**src/rtl/reaction_timer_sequencer.sv**
```systemverilog
// Reaction timer control FSM: random pre-stimulus delay, stimulus LED, millisecond
// reaction count, best-time tracking, and early-press / timeout flags.
module reaction_timer_sequencer #(
   parameter int unsigned TICKS_PER_MS = 50000,
   parameter int unsigned MIN_DELAY_MS = 1000,
   parameter logic [15:0] RAND_MASK    = 16'h07FF,
   parameter int unsigned MAX_MS       = 999
) (
   input  logic        clk,
   input  logic        rst,
   input  logic        start_btn,
   input  logic        react_btn,
   output logic        led_stim,
   output logic [23:0] reaction_time,
   output logic [23:0] best_time,
   output logic        time_valid,
   output logic        early_flag,
   output logic        timeout_flag,
   output logic        busy
);

   localparam int unsigned   TW        = (TICKS_PER_MS > 1) ? $clog2(TICKS_PER_MS) : 1;
   localparam logic [TW-1:0] TICK_LAST = TW'(TICKS_PER_MS - 1);
   localparam logic [23:0]   MIN_V     = 24'(MIN_DELAY_MS);
   localparam logic [23:0]   MAX_V     = 24'(MAX_MS);
   localparam logic [15:0]   LFSR_SEED = 16'hACE1;

   typedef enum logic [2:0] {
      S_IDLE,
      S_WAIT_DELAY,
      S_STIM,
      S_SHOW,
      S_FAULT
   } state_t;

   state_t        r_state, w_state_nxt;
   logic [15:0]   r_lfsr, w_lfsr_nxt;
   logic [TW-1:0] r_tick_cnt, w_tick_cnt_nxt;
   logic [23:0]   r_delay_ms, w_delay_ms_nxt;
   logic [23:0]   r_ms_cnt, w_ms_cnt_nxt;
   logic [23:0]   r_reaction_time, w_reaction_time_nxt;
   logic [23:0]   r_best_time, w_best_time_nxt;
   logic          r_time_valid, w_time_valid_nxt;
   logic          r_timeout_flag, w_timeout_flag_nxt;
   logic          r_led_stim, r_early_flag, r_busy;
   logic          w_led_stim_nxt, w_early_flag_nxt, w_busy_nxt;
   logic          w_tick, w_tick_clr;
   logic [23:0]   w_new_delay;

   assign w_tick      = (r_tick_cnt == TICK_LAST);
   assign w_new_delay = MIN_V + {8'd0, r_lfsr & RAND_MASK};
   // Fibonacci taps 16,14,13,11; a non-zero seed keeps it off the all-zero lock-up state.
   assign w_lfsr_nxt  = {r_lfsr[14:0], r_lfsr[15] ^ r_lfsr[13] ^ r_lfsr[12] ^ r_lfsr[10]};

   always_comb begin
      // NOTE: every next-value gets its hold value first, so no path can infer a latch.
      w_state_nxt         = r_state;
      w_delay_ms_nxt      = r_delay_ms;
      w_ms_cnt_nxt        = r_ms_cnt;
      w_reaction_time_nxt = r_reaction_time;
      w_best_time_nxt     = r_best_time;
      w_time_valid_nxt    = r_time_valid;
      w_timeout_flag_nxt  = r_timeout_flag;
      w_tick_clr          = 1'b0;

      case (r_state)
         S_IDLE, S_SHOW, S_FAULT: begin
            if (start_btn) begin
               w_state_nxt        = S_WAIT_DELAY;
               w_delay_ms_nxt     = w_new_delay;
               w_tick_clr         = 1'b1;
               w_time_valid_nxt   = 1'b0;
               w_timeout_flag_nxt = 1'b0;
            end
         end
         S_WAIT_DELAY: begin
            // An early press beats a coincident final delay tick.
            if (react_btn) begin
               w_state_nxt         = S_FAULT;
               w_reaction_time_nxt = 24'd0;
            end else if (w_tick) begin
               w_delay_ms_nxt = r_delay_ms - 24'd1;
               if (r_delay_ms <= 24'd1) begin
                  w_state_nxt  = S_STIM;
                  w_ms_cnt_nxt = 24'd0;
                  w_tick_clr   = 1'b1;
               end
            end
         end
         S_STIM: begin
            if (react_btn) begin
               w_state_nxt         = S_SHOW;
               w_reaction_time_nxt = r_ms_cnt;
               w_time_valid_nxt    = 1'b1;
               if (r_ms_cnt < r_best_time) w_best_time_nxt = r_ms_cnt;
            end else if (w_tick) begin
               w_ms_cnt_nxt = r_ms_cnt + 24'd1;
               if (r_ms_cnt + 24'd1 >= MAX_V) begin
                  w_state_nxt         = S_SHOW;
                  w_reaction_time_nxt = MAX_V;
                  w_timeout_flag_nxt  = 1'b1;
               end
            end
         end
         default: w_state_nxt = S_IDLE;
      endcase

      w_tick_cnt_nxt   = (w_tick_clr || w_tick) ? '0 : r_tick_cnt + 1'b1;
      w_led_stim_nxt   = (w_state_nxt == S_STIM);
      w_early_flag_nxt = (w_state_nxt == S_FAULT);
      w_busy_nxt       = (w_state_nxt == S_WAIT_DELAY) || (w_state_nxt == S_STIM);
   end

   always_ff @(posedge clk or posedge rst) begin
      if (rst) begin
         r_state         <= S_IDLE;
         r_lfsr          <= LFSR_SEED;
         r_tick_cnt      <= '0;
         r_delay_ms      <= 24'd0;
         r_ms_cnt        <= 24'd0;
         r_reaction_time <= 24'd0;
         r_best_time     <= MAX_V;
         r_time_valid    <= 1'b0;
         r_timeout_flag  <= 1'b0;
         r_led_stim      <= 1'b0;
         r_early_flag    <= 1'b0;
         r_busy          <= 1'b0;
      end else begin
         // NOTE: non-blocking assignments so every register samples pre-edge values.
         r_state         <= w_state_nxt;
         r_lfsr          <= w_lfsr_nxt;
         r_tick_cnt      <= w_tick_cnt_nxt;
         r_delay_ms      <= w_delay_ms_nxt;
         r_ms_cnt        <= w_ms_cnt_nxt;
         r_reaction_time <= w_reaction_time_nxt;
         r_best_time     <= w_best_time_nxt;
         r_time_valid    <= w_time_valid_nxt;
         r_timeout_flag  <= w_timeout_flag_nxt;
         r_led_stim      <= w_led_stim_nxt;
         r_early_flag    <= w_early_flag_nxt;
         r_busy          <= w_busy_nxt;
      end
   end

   assign led_stim      = r_led_stim;
   assign reaction_time = r_reaction_time;
   assign best_time     = r_best_time;
   assign time_valid    = r_time_valid;
   assign early_flag    = r_early_flag;
   assign timeout_flag  = r_timeout_flag;
   assign busy          = r_busy;

endmodule

```
**config.mk**
```make
export PLATFORM = sky130hd
export DESIGN_NAME = reaction_timer_sequencer
export DESIGN_NICKNAME = d
export VERILOG_FILES = /design/src/rtl/reaction_timer_sequencer.sv
export SDC_FILE = /design/constraint.sdc
export NUM_CORES = 1
export LEC_CHECK = 0
export CORE_MARGIN = 3
export CORE_UTILIZATION = 60
export CTS_CLUSTER_DIAMETER = 80
export DETAILED_ROUTE_END_ITERATION = 8
export PLACE_DENSITY = 0.81
export SLEW_MARGIN = 20
export SYNTH_ARGS = -nofsm -noshare
export SYNTH_HDL_FRONTEND = slang
export SYNTH_SLANG_ARGS = --single-unit
```
**constraint.sdc**
```tcl
create_clock -name clk -period 8.7 [get_ports clk]
set_input_delay 1.305 -clock clk [delete_from_list [all_inputs] [get_ports clk]]
set_output_delay 1.305 -clock clk [all_outputs]
set_load 0.03 [all_outputs]
```
**Word-level counts from Yosys, hierarchy flattened**

Cells that the tools add are included.

- Eq/ne operators: 19
- $mul: 0
- Shift operators: 0
- Muxes and demuxes: 36
- Bitwise logic cells: 3
- Reduce and logical (&&, ||, !) cells: 13
- $add $sub $neg: 4
- Magnitude comparators: 3
- Div/mod/pow operators: 0

Operators with widths:

| operator | count |
|---|---|
| two-way mux 24 bit | 12 |
| case mux 24 bit (2 select lines) | 3 |
| adder 24 x 1 -> 24 bit, second input constant | 1 |
| greater-or-equal comparator 24 x 10 -> 1 bit, second input constant | 1 |
| <= comparator 24 x 1 -> 1 bit, second input constant | 1 |
| < comparator 24 bit | 1 |
| subtractor 24 x 1 -> 24 bit, second input constant | 1 |
| two-way mux 3 bit | 7 |
| inequality test 2 bit, second input constant | 9 |
| adder 16 x 1 -> 16 bit, second input constant | 1 |
| == test 16 bit, second input constant | 1 |
| two-way mux 16 bit | 1 |
| adder 10 x 11 -> 12 bit, first input constant | 1 |
| == test 3 x 2 -> 1 bit, second input constant | 3 |
| two-way mux 1 bit | 9 |
| case mux 3 bit (3 select lines) | 1 |
| AND reduction 4 bit | 2 |
| == test 3 x 1 -> 1 bit, second input constant | 2 |
| == test 3 bit, second input constant | 2 |
| inequality test 3 bit, second input constant | 2 |
| case mux 1 bit (2 select lines) | 3 |
| AND reduction 3 bit | 2 |
| AND reduction 6 bit | 1 |
| nonzero test 2 bit | 3 |
| other kinds (5) | 8 |

- RAM bits: 0
- Bits in read-only memories: 0
- Input port bits: 4
- Output and inout bits: 53
- Flip-flop bits (word level): 136
- Logic and storage cells: 90
- Memories: 0
- Bits in latches: 0

**Longest topological paths before layout**

- Word-level depth: 8
- Gate-level depth with buffers: 11
- Depth with buffers taken out: 9

**Least setup slack after synthesis**

No wires, ideal clock.

- Path kind: input port to flip-flop
- Start: input react_btn
- End: register r_best_time[10] (netlist: best_time[10])
- Stages: 9
- Buffers on the path: 4
- Data required time: 8.571 ns
- Setup slack: 5.640 ns
- Library setup time: 0.129 ns
- Arrival time: 2.931 ns
- Cell sequence: clkbuf_1 and2_1 clkbuf_1 o2111a_1 clkbuf_1 clkbuf_1 nor2_1 a31oi_1 nand3_1

- Longest elaborated chain between the ends: 1

RTL lines:

| what | line | source |
|---|---|---|
| start, declared | 12 | `input logic react_btn,` |
| AND reduction 3 bit (no line) | -- |  |
| end signal, assigned | 136 | `r_best_time <= w_best_time_nxt;` |
| end, declared | 42 | `logic [23:0] r_best_time, w_best_time_nxt;` |

No other way between the ends.
A chain may end at the register's enable or synchronous reset.

**Worst setup path in the final report**

- Start: register r_ms_cnt[1]
- End: register r_reaction_time[1] (netlist: reaction_time[1])

- Longest elaborated chain between the ends: 4
- Elaborated cells on any way between the ends: 6
- Classes of those cells: 1 x add/sub; 1 x order compare; 1 x eq/ne; 2 x mux; 1 x reduce/logical

RTL lines:

| what | line | source |
|---|---|---|
| start, declared | 40 | `logic [23:0] r_ms_cnt, w_ms_cnt_nxt;` |
| start signal, assigned | 134 | `r_ms_cnt <= w_ms_cnt_nxt;` |
| adder 24 x 1 -> 24 bit | 98 | `if (r_ms_cnt + 24'd1 >= MAX_V) begin` |
| greater-or-equal comparator 24 x 10 -> 1 bit | 98 |  |
| inequality test 3 bit (no line) | -- |  |
| AND reduction 4 bit (no line) | -- |  |
| end signal, assigned | 135 | `r_reaction_time <= w_reaction_time_nxt;` |
| end, declared | 41 | `logic [23:0] r_reaction_time, w_reaction_time_nxt;` |

Parallel ways exist; a longest one is shown, timed or not.

==> impl_metrics.env <==
export IMPL_status="finished clean"
export IMPL_io_buffer_count=56
export IMPL_vias=6766
export IMPL_wire_per_inst_um=18.5
export IMPL_synth_top_area_share_pct=39.0
export IMPL_power_mw=1.83
export IMPL_clock_fmax_ghz=0.254
export IMPL_numCtsBuffers=17
export IMPL_synth_edf_count=0
export IMPL_num_rows=40
export IMPL_globalplace_congestion=0.849
export IMPL_antenna_cells=0
export IMPL_seq_power_share_pct=40.4
export IMPL_finClkSkew_ns=0.00655
export IMPL_layout_common_cells="dfrtp_1, nor2_1, o21ai_0, clkdlybuf4s50_1, nand3_1"
export IMPL_cts_max_level=4
export IMPL_pwr_density_cell_nw_per_um2=206
export IMPL_cts_sinks=136
export IMPL_drive_above_1_share_pct=8.18
export IMPL_die_x_um=119
export IMPL_io_pins=57
export IMPL_clk_pin_slew_worst_paths_ns=0.06
export IMPL_wl_mm=19.2
export IMPL_worst_endpoint_arrival_ns=4.29
export IMPL_synth_cell_types=64
export IMPL_slew_violations=0
export IMPL_worstSetupStartpointType="flip-flop"
export IMPL_synth_fp_nets=872
export IMPL_worst_path_max_delay_cell="o31ai_4"
export IMPL_antenna_found_initial=0
export IMPL_combPwrFrac_pct=16.2
export IMPL_worst_path_max_fanout=24
export IMPL_postCtsSetupBuffers=0
export IMPL_hold_viol=0
export IMPL_synth_ff_type="dfrtp_1"
export IMPL_switching_power_uw=525
export IMPL_p_clk_share_pct=43.4
export IMPL_fin_setup_tns_ns=0
export IMPL_relSlewSlack_pct=28.7
export IMPL_setup_viol=0
export IMPL_internal_power_mw=1.31
export IMPL_path_delay_family="compound AO/OA/AOI/OAI gates"
export IMPL_synth_area_leaders="dfrtp_1, dfstp_2, ha_1, o21ai_0, nor2_1"
export IMPL_slowest_delay_ns=0.86
export IMPL_grt_max_degree=78
export IMPL_grt_pass1_vias=6627
export IMPL_utilization_pct=72.7
export IMPL_sw_frac_of_total_pct=28.6
export IMPL_max_cap_violations=0
export IMPL_worstMarginPinSlew_ns=1.07
export IMPL_nets=888
export IMPL_fin_crit_sh_pct=45.2
export IMPL_crit_chain="ha_1 > nand3_1 > nor4_2 > and2_1 > a31oi_1 > a2111o_1 > o31ai_4 > a221o_1"
export IMPL_initial_core_util_pct=62.7
export IMPL_grt_first_pass_wirelength_mm=31.9
export IMPL_syn_instance_count=839
export IMPL_overflow=0
export IMPL_antenna_left=0
export IMPL_hp_class="flip-flop to flip-flop"
export IMPL_period_minus_slack_ns=3.93
export IMPL_dr_pass1_iters=6
export IMPL_crit_buf_inv=0
export IMPL_vias_per_cell=6.53
export IMPL_cts_max_path_buffers=2
export IMPL_rsz0062_at_grt="no"
export IMPL_dieArea_um2=14200
export IMPL_layout_commonest_cell="dfrtp_1"
export IMPL_cts_resized=0
export IMPL_area_delta_synth_final_pct=15.9
export IMPL_synth_seq_cells=136
export IMPL_ys_warn_count=0
export IMPL_required_ns=9.05
export IMPL_drt_iter0_drc=469
export IMPL_die_y_um=119
export IMPL_yosys_area_top_type="dfrtp_1"
export IMPL_async_flop_share_pct=100
export IMPL_cts_hold_buf=0
export IMPL_p_leak_nw=3.97
export IMPL_synth_yosys_seq_area_share_pct=44.5
export IMPL_critPathKind="flip-flop to flip-flop"
export IMPL_drc_errors=0
export IMPL_core_um2=12300
export IMPL_syn_area_um2=7690
export IMPL_hpwl_mm=12.3
export IMPL_root_buffer="clkbuf_16"
export IMPL_tritoncts="yes"
export IMPL_avgSynthCellArea_um2=9.17
export IMPL_grt_usage_pct=27.3
export IMPL_vdd_drop_max_v=0.000170
export IMPL_endpoint_kind="flip-flop"
export IMPL_clk_latency_ns=0.42
-- cells in the mapped netlist (3+ instances only) --
cell,n
o31ai_1,11
clkbuf_1,56
xor2_1,19
nor4b_1,3
nor3b_1,4
dfstp_2,16
nand2b_1,5
a31oi_1,28
nand2_1,43
or4_1,6
dfrtp_1,120
o21ai_0,64
a221o_1,8
nor4_1,7
a211oi_1,4
a21o_1,8
a21oi_1,30
and3_1,16
nor2b_1,6
nand4_1,41
inv_1,35
o211ai_1,30
nor2_1,79
and3b_1,3
xnor2_1,22
or3_1,10
and2_1,4
nor3_1,17
nand3_1,48
ha_1,29
buf_2,6
a22o_1,18
-- worst paths after layout --
kind | cells after the start | startpoint | slack, ns | endpoint
worst max-delay path | 8 | r_ms_cnt[1]$_DFFE_PP0P_ | 4.77 | reaction_time[1]$_DFFE_PP0P_
worst min-delay path | 0 | r_lfsr[14]$_DFF_PP0_ | 0.37 | r_lfsr[15]$_DFF_PP1_
worst max register to register | 8 | r_ms_cnt[1]$_DFFE_PP0P_ | 4.77 | reaction_time[1]$_DFFE_PP0P_
worst min register to register | 0 | r_lfsr[14]$_DFF_PP0_ | 0.37 | r_lfsr[15]$_DFF_PP1_
max in group asynchronous | 3 | rst | 5.85 | r_lfsr[2]$_DFF_PP0_
min in group asynchronous | 2 | rst | 1.38 | best_time[4]$_DFFE_PP0P_
-- kinds of logic (layout without fill, tap and decap cells) --
family,after synthesis,in the layout,share of synthesized area [%]
adder cells (fa/ha/maj),29,29,4.72
buffers and inverters,101,130,5.29
AO/OA/AOI/OAI,227,227,19.8
flip-flops,136,136,44.5
AND/OR/NAND/NOR,305,305,21.0
XOR/XNOR,41,41,4.67
-- power groups by stage --
stage                     Combinational, mW  Sequential, mW  Clock (mW)
after detailed placement              0.293           0.750           0
after CTS                             0.297           0.740       0.803
after global routing                  0.328           0.750       0.831
final                                 0.298           0.741       0.796
after global placement                0.282           0.746           0
after floorplan                       0.175           0.774           0
-- sequential cells by signal, indices dropped and copies added, names as in the netlist --
name and flops:
best_time 24, busy 1, early_flag 1, led_stim 1
r_delay_ms 24, r_lfsr 16, r_ms_cnt 24, r_state 3
r_tick_cnt 16, reaction_time 24, time_valid 1, timeout_flag 1
-- through the flow --
step                      hold WS [ns]  setup WS (ns)  instance area (um2)  instances
final                            0.367           4.77                 8920       1036
after global routing             0.375           4.42                 8920       1036
after CTS                        0.370           4.60                 8890       1035
after detailed placement         0.359           4.15                 8240       1003
after global placement           0.342           4.32                 8240       1003
after floorplan                  0.333           3.78                 7690        839
-- layout make-up --
class | instances | area (um2)
clock buffer | 18 | 429
clock inverter | 14 | 223
fill | 888 | 3340
inverter | 35 | 134
multi-input combinational | 602 | 3870
sequential | 136 | 3420
tap | 168 | 210
timing repair buffer | 63 | 626
-- layer usage --
layer | track usage [%] | part of all wire (%) | vias up | wire length [um]
met3 | 5.13 | 5.4 | 34 | 1030
li1 | - | - | 3111 | -
met1 | 32.9 | 40 | 3378 | 7620
met5 | 0 | 0 | - | 0
met4 | 11.3 | 2.1 | 0 | 404
met2 | 48.0 | 53 | 243 | 10100
-- worst register-to-register path, cell delays in order (launching register included) --
cell and delay, ns:
dfrtp_1 0.61, ha_1 0.39, nand3_1 0.23, nor4_2 0.69
and2_1 0.30, a31oi_1 0.10, a2111o_1 0.39, o31ai_4 0.86
a221o_1 0.29
Note: power is estimated with default switching activity, not from simulation.
